[src/rtl/id_ex_stage.sv]
// ID/EX pipeline register: write-back bypass on the register-file read operands,
// load-use bubble insertion, EX hold, branch flush and saturating event counters.
module id_ex_stage #(
  parameter int unsigned XLEN  = 32,
  parameter int unsigned CNT_W = 16
) (
  input  logic             clk,
  input  logic             reset,
  input  logic             id_valid,
  input  logic [XLEN-1:0]  id_pc,
  input  logic [4:0]       id_rs1,
  input  logic [4:0]       id_rs2,
  input  logic             id_uses_rs1,
  input  logic             id_uses_rs2,
  input  logic [4:0]       id_rd,
  input  logic [XLEN-1:0]  id_imm,
  input  logic [3:0]       id_alu_op,
  input  logic             id_alu_src,
  input  logic             id_mem_read,
  input  logic             id_mem_write,
  input  logic             id_reg_write,
  input  logic             id_mem_to_reg,
  input  logic [XLEN-1:0]  rf_read_data1,
  input  logic [XLEN-1:0]  rf_read_data2,
  input  logic             wb_reg_write,
  input  logic [4:0]       wb_write_reg,
  input  logic [XLEN-1:0]  wb_write_data,
  input  logic             ex_hold,
  input  logic             flush,
  output logic             id_stall,
  output logic             ex_valid,
  output logic [XLEN-1:0]  ex_pc,
  output logic [XLEN-1:0]  ex_op1,
  output logic [XLEN-1:0]  ex_op2,
  output logic [XLEN-1:0]  ex_imm,
  output logic [4:0]       ex_rs1,
  output logic [4:0]       ex_rs2,
  output logic [4:0]       ex_rd,
  output logic [3:0]       ex_alu_op,
  output logic             ex_alu_src,
  output logic             ex_mem_read,
  output logic             ex_mem_write,
  output logic             ex_reg_write,
  output logic             ex_mem_to_reg,
  output logic [CNT_W-1:0] bubble_count,
  output logic [CNT_W-1:0] flush_count
);

  localparam logic [CNT_W-1:0] CNT_MAX = '1;

  logic [XLEN-1:0] op1_sel;
  logic [XLEN-1:0] op2_sel;
  logic            load_use;

  // x0 reads as zero; a same-cycle write-back wins over the stale register-file read.
  always_comb begin
    op1_sel = rf_read_data1;
    op2_sel = rf_read_data2;
    if (id_rs1 == 5'd0)
      op1_sel = '0;
    else if (wb_reg_write && (wb_write_reg == id_rs1))
      op1_sel = wb_write_data;
    if (id_rs2 == 5'd0)
      op2_sel = '0;
    else if (wb_reg_write && (wb_write_reg == id_rs2))
      op2_sel = wb_write_data;
  end

  always_comb begin
    load_use = ex_valid && ex_mem_read && (ex_rd != 5'd0) && id_valid &&
               ((id_uses_rs1 && (id_rs1 == ex_rd)) || (id_uses_rs2 && (id_rs2 == ex_rd)));
    id_stall = ex_hold || (load_use && !flush);
  end

  // Priority: reset > flush > hold > load-use bubble > normal capture.
  always_ff @(posedge clk) begin
    if (reset) begin
      ex_valid      <= 1'b0;
      ex_pc         <= '0;
      ex_op1        <= '0;
      ex_op2        <= '0;
      ex_imm        <= '0;
      ex_rs1        <= '0;
      ex_rs2        <= '0;
      ex_rd         <= '0;
      ex_alu_op     <= '0;
      ex_alu_src    <= 1'b0;
      ex_mem_read   <= 1'b0;
      ex_mem_write  <= 1'b0;
      ex_reg_write  <= 1'b0;
      ex_mem_to_reg <= 1'b0;
      bubble_count  <= '0;
      flush_count   <= '0;
    end else if (flush) begin
      ex_valid     <= 1'b0;
      ex_mem_read  <= 1'b0;
      ex_mem_write <= 1'b0;
      ex_reg_write <= 1'b0;
      if ((id_valid || ex_valid) && (flush_count != CNT_MAX))
        flush_count <= flush_count + CNT_W'(1);
    end else if (ex_hold) begin
      ex_valid <= ex_valid;
    end else if (load_use) begin
      ex_valid      <= 1'b0;
      ex_pc         <= '0;
      ex_op1        <= '0;
      ex_op2        <= '0;
      ex_imm        <= '0;
      ex_rs1        <= '0;
      ex_rs2        <= '0;
      ex_rd         <= '0;
      ex_alu_op     <= '0;
      ex_alu_src    <= 1'b0;
      ex_mem_read   <= 1'b0;
      ex_mem_write  <= 1'b0;
      ex_reg_write  <= 1'b0;
      ex_mem_to_reg <= 1'b0;
      if (bubble_count != CNT_MAX)
        bubble_count <= bubble_count + CNT_W'(1);
    end else begin
      // Controls gated by id_valid so an empty decode slot can never write.
      ex_valid      <= id_valid;
      ex_pc         <= id_pc;
      ex_op1        <= op1_sel;
      ex_op2        <= op2_sel;
      ex_imm        <= id_imm;
      ex_rs1        <= id_rs1;
      ex_rs2        <= id_rs2;
      ex_rd         <= id_rd;
      ex_alu_op     <= id_alu_op;
      ex_alu_src    <= id_alu_src;
      ex_mem_read   <= id_mem_read && id_valid;
      ex_mem_write  <= id_mem_write && id_valid;
      ex_reg_write  <= id_reg_write && id_valid;
      ex_mem_to_reg <= id_mem_to_reg && id_valid;
    end
  end

endmodule

[config.mk]
export PLATFORM = sky130hd
export DESIGN_NAME = id_ex_stage
export DESIGN_NICKNAME = d
export VERILOG_FILES = /design/src/rtl/id_ex_stage.sv
export SDC_FILE = /design/constraint.sdc
export NUM_CORES = 1
export LEC_CHECK = 0
export CAP_MARGIN = 10
export CORE_ASPECT_RATIO = 0.8
export CORE_MARGIN = 4
export CORE_UTILIZATION = 40
export DETAILED_ROUTE_END_ITERATION = 12
export GPL_TIMING_DRIVEN = 0
export PLACE_DENSITY = 0.8
export SYNTH_ARGS = -nofsm -noshare
export SYNTH_HDL_FRONTEND = slang
export SYNTH_SLANG_ARGS = --single-unit
[constraint.sdc]
create_clock -name clk -period 2.7 [get_ports clk]
set_clock_uncertainty 0.2 [all_clocks]
set_input_delay 0.675 -clock clk [delete_from_list [all_inputs] [get_ports clk]]
set_output_delay 0.675 -clock clk [all_outputs]
set_load 0.02 [all_outputs]
==> results of run 1 <==
==> what timing repair did <==
| item | CTS | global route |
|---|---|---|
| buffers inserted | 5 | 2 |
| pin swaps | 10 | 7 |
| gates resized for setup | 50 | 22 |
| setup endpoints to repair | 34 | 18 |
==> logic make-up after synthesis <==
group,after synthesis,share of synthesized area
simple gates,352,0.214
xor+xnor,39,0.0447
compound gates,177,0.121
mux,68,0.0894
flops,185,0.485
fa+ha+maj,2,0.00328
buf+inv,68,0.0429
==> cells in the final DEF (no fill, tap or decap), types with 3 or more instances in the layout <==
cell type,count
inv_8,3
xnor2_2,5
buf_2,13
xnor2_1,12
a32oi_1,3
clkdlybuf4s50_1,367
nand2_1,157
nor4_1,5
diode_2,3
nor3_1,12
mux2i_1,66
clkbuf_2,8
and4_1,6
and3_1,7
buf_1,8
buf_4,18
clkbuf_1,31
or3_1,6
o211ai_1,3
xor2_1,22
dfxtp_4,3
nand4_1,18
a21oi_1,94
o21ai_0,72
or4_1,3
clkbuf_16,17
nor2_1,29
nand3_1,96
inv_6,3
dfxtp_1,180
nor2b_1,3
==> through the flow <==
step	hold slack, ns	cells	setup WS [ns]	TNS [ns]
after floorplan	0.335	891	0.00999	0
after global placement	0.235	1523	-1.35	-49.91
after detailed placement	0.242	1523	-1.40	-59.00
after CTS	0.256	1559	-0.128	-0.128
after global routing	0.275	1563	-0.0802	-0.0802
final	0.254	1563	-0.0169	-0.0169
==> final timing paths <==
path                           startpoint                       to  slack [ns]  cells after the start
setup / recovery    ex_rd[3]$_SDFFE_PP0P_                 id_stall       -0.02                      6
hold / removal    ex_op1[26]$_SDFFE_PP0P_  ex_op1[26]$_SDFFE_PP0P_        0.25                      2
setup reg to reg    ex_rd[3]$_SDFFE_PP0P_  ex_op2[13]$_SDFFE_PP0P_        0.18                      8
hold reg to reg   ex_op1[26]$_SDFFE_PP0P_  ex_op1[26]$_SDFFE_PP0P_        0.25                      2
==> report_power, final <==
part / leakage [nW] / switching, mW / internal (mW) / total [mW]
combinational: 2.55 / 0.495 / 0.551 / 1.05
sequential: 1.51 / 0.0629 / 2.84 / 2.90
clock: 0.296 / 1.19 / 1.41 / 2.59
total: 4.36 / 1.74 / 4.79 / 6.54
==> cell type report <==
cell class	instances	area [um^2]	share of cell area
repair buffers	386	3810	0.305
flip-flops and latches	185	3720	0.298
multi-input cells	638	3690	0.296
clock buffers	17	425	0.0341
well taps	253	317	0.0254
plain buffers	65	313	0.0251
clock inverters	15	186	0.0150
diodes	3	7.51	0.000602
inverters	1	3.75	0.000301
==> per-layer routing <==
| layer | vias up | GRT usage | wire length (um) |
|---|---|---|---|
| met5 | - | 0 | 13 |
| met4 | 2 | 0.0968 | 830 |
| met1 | 3757 | 0.290 | 11200 |
| met3 | 54 | 0.108 | 3040 |
| met2 | 342 | 0.467 | 15000 |
| li1 | 3913 | - | - |
==> worst max-delay path, delay by kind of cell (launching register included) <==
family	cells	cell delay (ns)
compound gates	1	0.07
buf+inv	1	0.14
flops	1	0.37
simple gates	4	0.86
==> run_results.csv, run 1 <==
group,metric,value,unit
grt,first_global_vias,7978,
synth,ys_seq_elements,185,
critical_path,cp.arrival,1.84,ns
min_path,hold_path_class,"reg -> reg",
synth,synthTopCellsByArea,"dfxtp_1 (48%), mux2i_1 (8.6%), nand2_1 (7.8%), nand3_1 (6.4%), a21oi_1 (6.2%)",
synth,syn_area_per_cell,8.57,um^2
clock_network,cts_hold_buf,0,
outcome,violations,"setup timing",
synth,syn_area,0.00764,mm^2
detailed_routing,route.detailed.drc,0,
cells_and_area,final_util,0.676,
critical_path,path_cells,"or4_4, nor2_4, nor2_4, nand2_4, o21bai_4, buf_6",
timing,worstMarginPinSlew,0.898,ns
synth,synth-main-ff-cell,"dfxtp_1",
clock_network,cts_tree,"done",
floorplan,dieArea,0.0214,mm^2
timing,slew_headroom,0.399,
synth,yosysWarnings,0,
pwr,power_density,524,mW/mm^2
timing,finalHoldViolCount,0,
detailed_routing,detail-route-antenna-nets,0,
floorplan,design.core.area,0.0184,mm^2
synth,synth_common_cells,"dfxtp_1 (185), nand2_1 (158), nand3_1 (97)",
critical_path,required,1.82,ns
floorplan,initial_core_util,0.414,
timing,setup_viol_count_final,1,
synth,async_flop_share,0,
cells_and_area,drive_above_1_share,0.0750,
clock_network,numCtsBuffers,17,
critical_path,critPathMaxStageDelay,0.55,ns
pwr,vdd_ir_drop_max,357,uV
grt,gr-usage-all-layers,0.267,
clock_network,root_buffer,"clkbuf_16",
detailed_routing,drtPass1Iterations,5,
clock_network,clockBufferDepth,2,
clock_network,cts_num_sinks,185,
critical_path,cpMaxStageDelayCell,"or4_4",
clock_network,h-tree-depth,4,
critical_path,critPathCaptureType,"primary output",
timing,max_freq,368,MHz
placement,place_congestion,0.883,
detailed_routing,routed_wl,30000,um
cells_and_area,area_growth,63.2,%
grt,grt_max_degree,19,
floorplan,io_pins,383,
placement,dp_hpwl,23400,um
detailed_routing,vias,8068,
grt,gr-total-overflow,0,
critical_path,path_max_fanout,5,
timing,grt_setup_unrepaired,"yes",
clock_network,clk_latency,0.42,ns
job,cap_violations,0,
synth,synth_nets,1090,
cells_and_area,fin_nets,1493,
floorplan,die_w,163,um
floorplan,num_rows,44,
synth,netlist.area_leader.share,0.485,
synth,synth_edf_count,0,
placement,place_area,0.0118,mm^2
placement,numPortBuffers,379,
critical_path,critPathMostFrequentCell,"nor2_4",
pwr,leakagePower,4.36,nW
outcome,outcome,"finished, violations left",
cells_and_area,fill_cells,1533,
clock_network,clk_pin_slew,0.07,ns
synth,synth_top_cell_by_area,"dfxtp_1",
synth,netlist_instances,891,
synth,yosysMostFrequentCell,"dfxtp_1",
synth,yosysSeqAreaShare,0.485,
grt,grt_antenna_before_repair,4,
synth,yosys.cell_types.count,38,
timing,fin_ws,-0.0169,ns
timing,period_needed,2.72,ns
critical_path,startpoint_type,"flip-flop",
cells_and_area,fin_area,0.0125,mm^2
critical_path,critPathKind,"reg -> out",
timing,timing.final.crit_share,1.01,
pwr,p_total,6.54,mW
detailed_routing,avgViaCountPerCell,5.16,
detailed_routing,drt_iter0_markers,550,
timing,slew_violations,0,
grt,grt_pass1_wl,44800,um
detailed_routing,wl_per_cell,19.2,um
floorplan,die_y,132,um
(Power assumes the default switching activity.)
==> run 2: changes to the inputs <==
- ABC_CLOCK_PERIOD_IN_PS: not set -> 2700
==> results of run 2 <==
No change in the layout: final DEF, timing and power equal those of run 1.
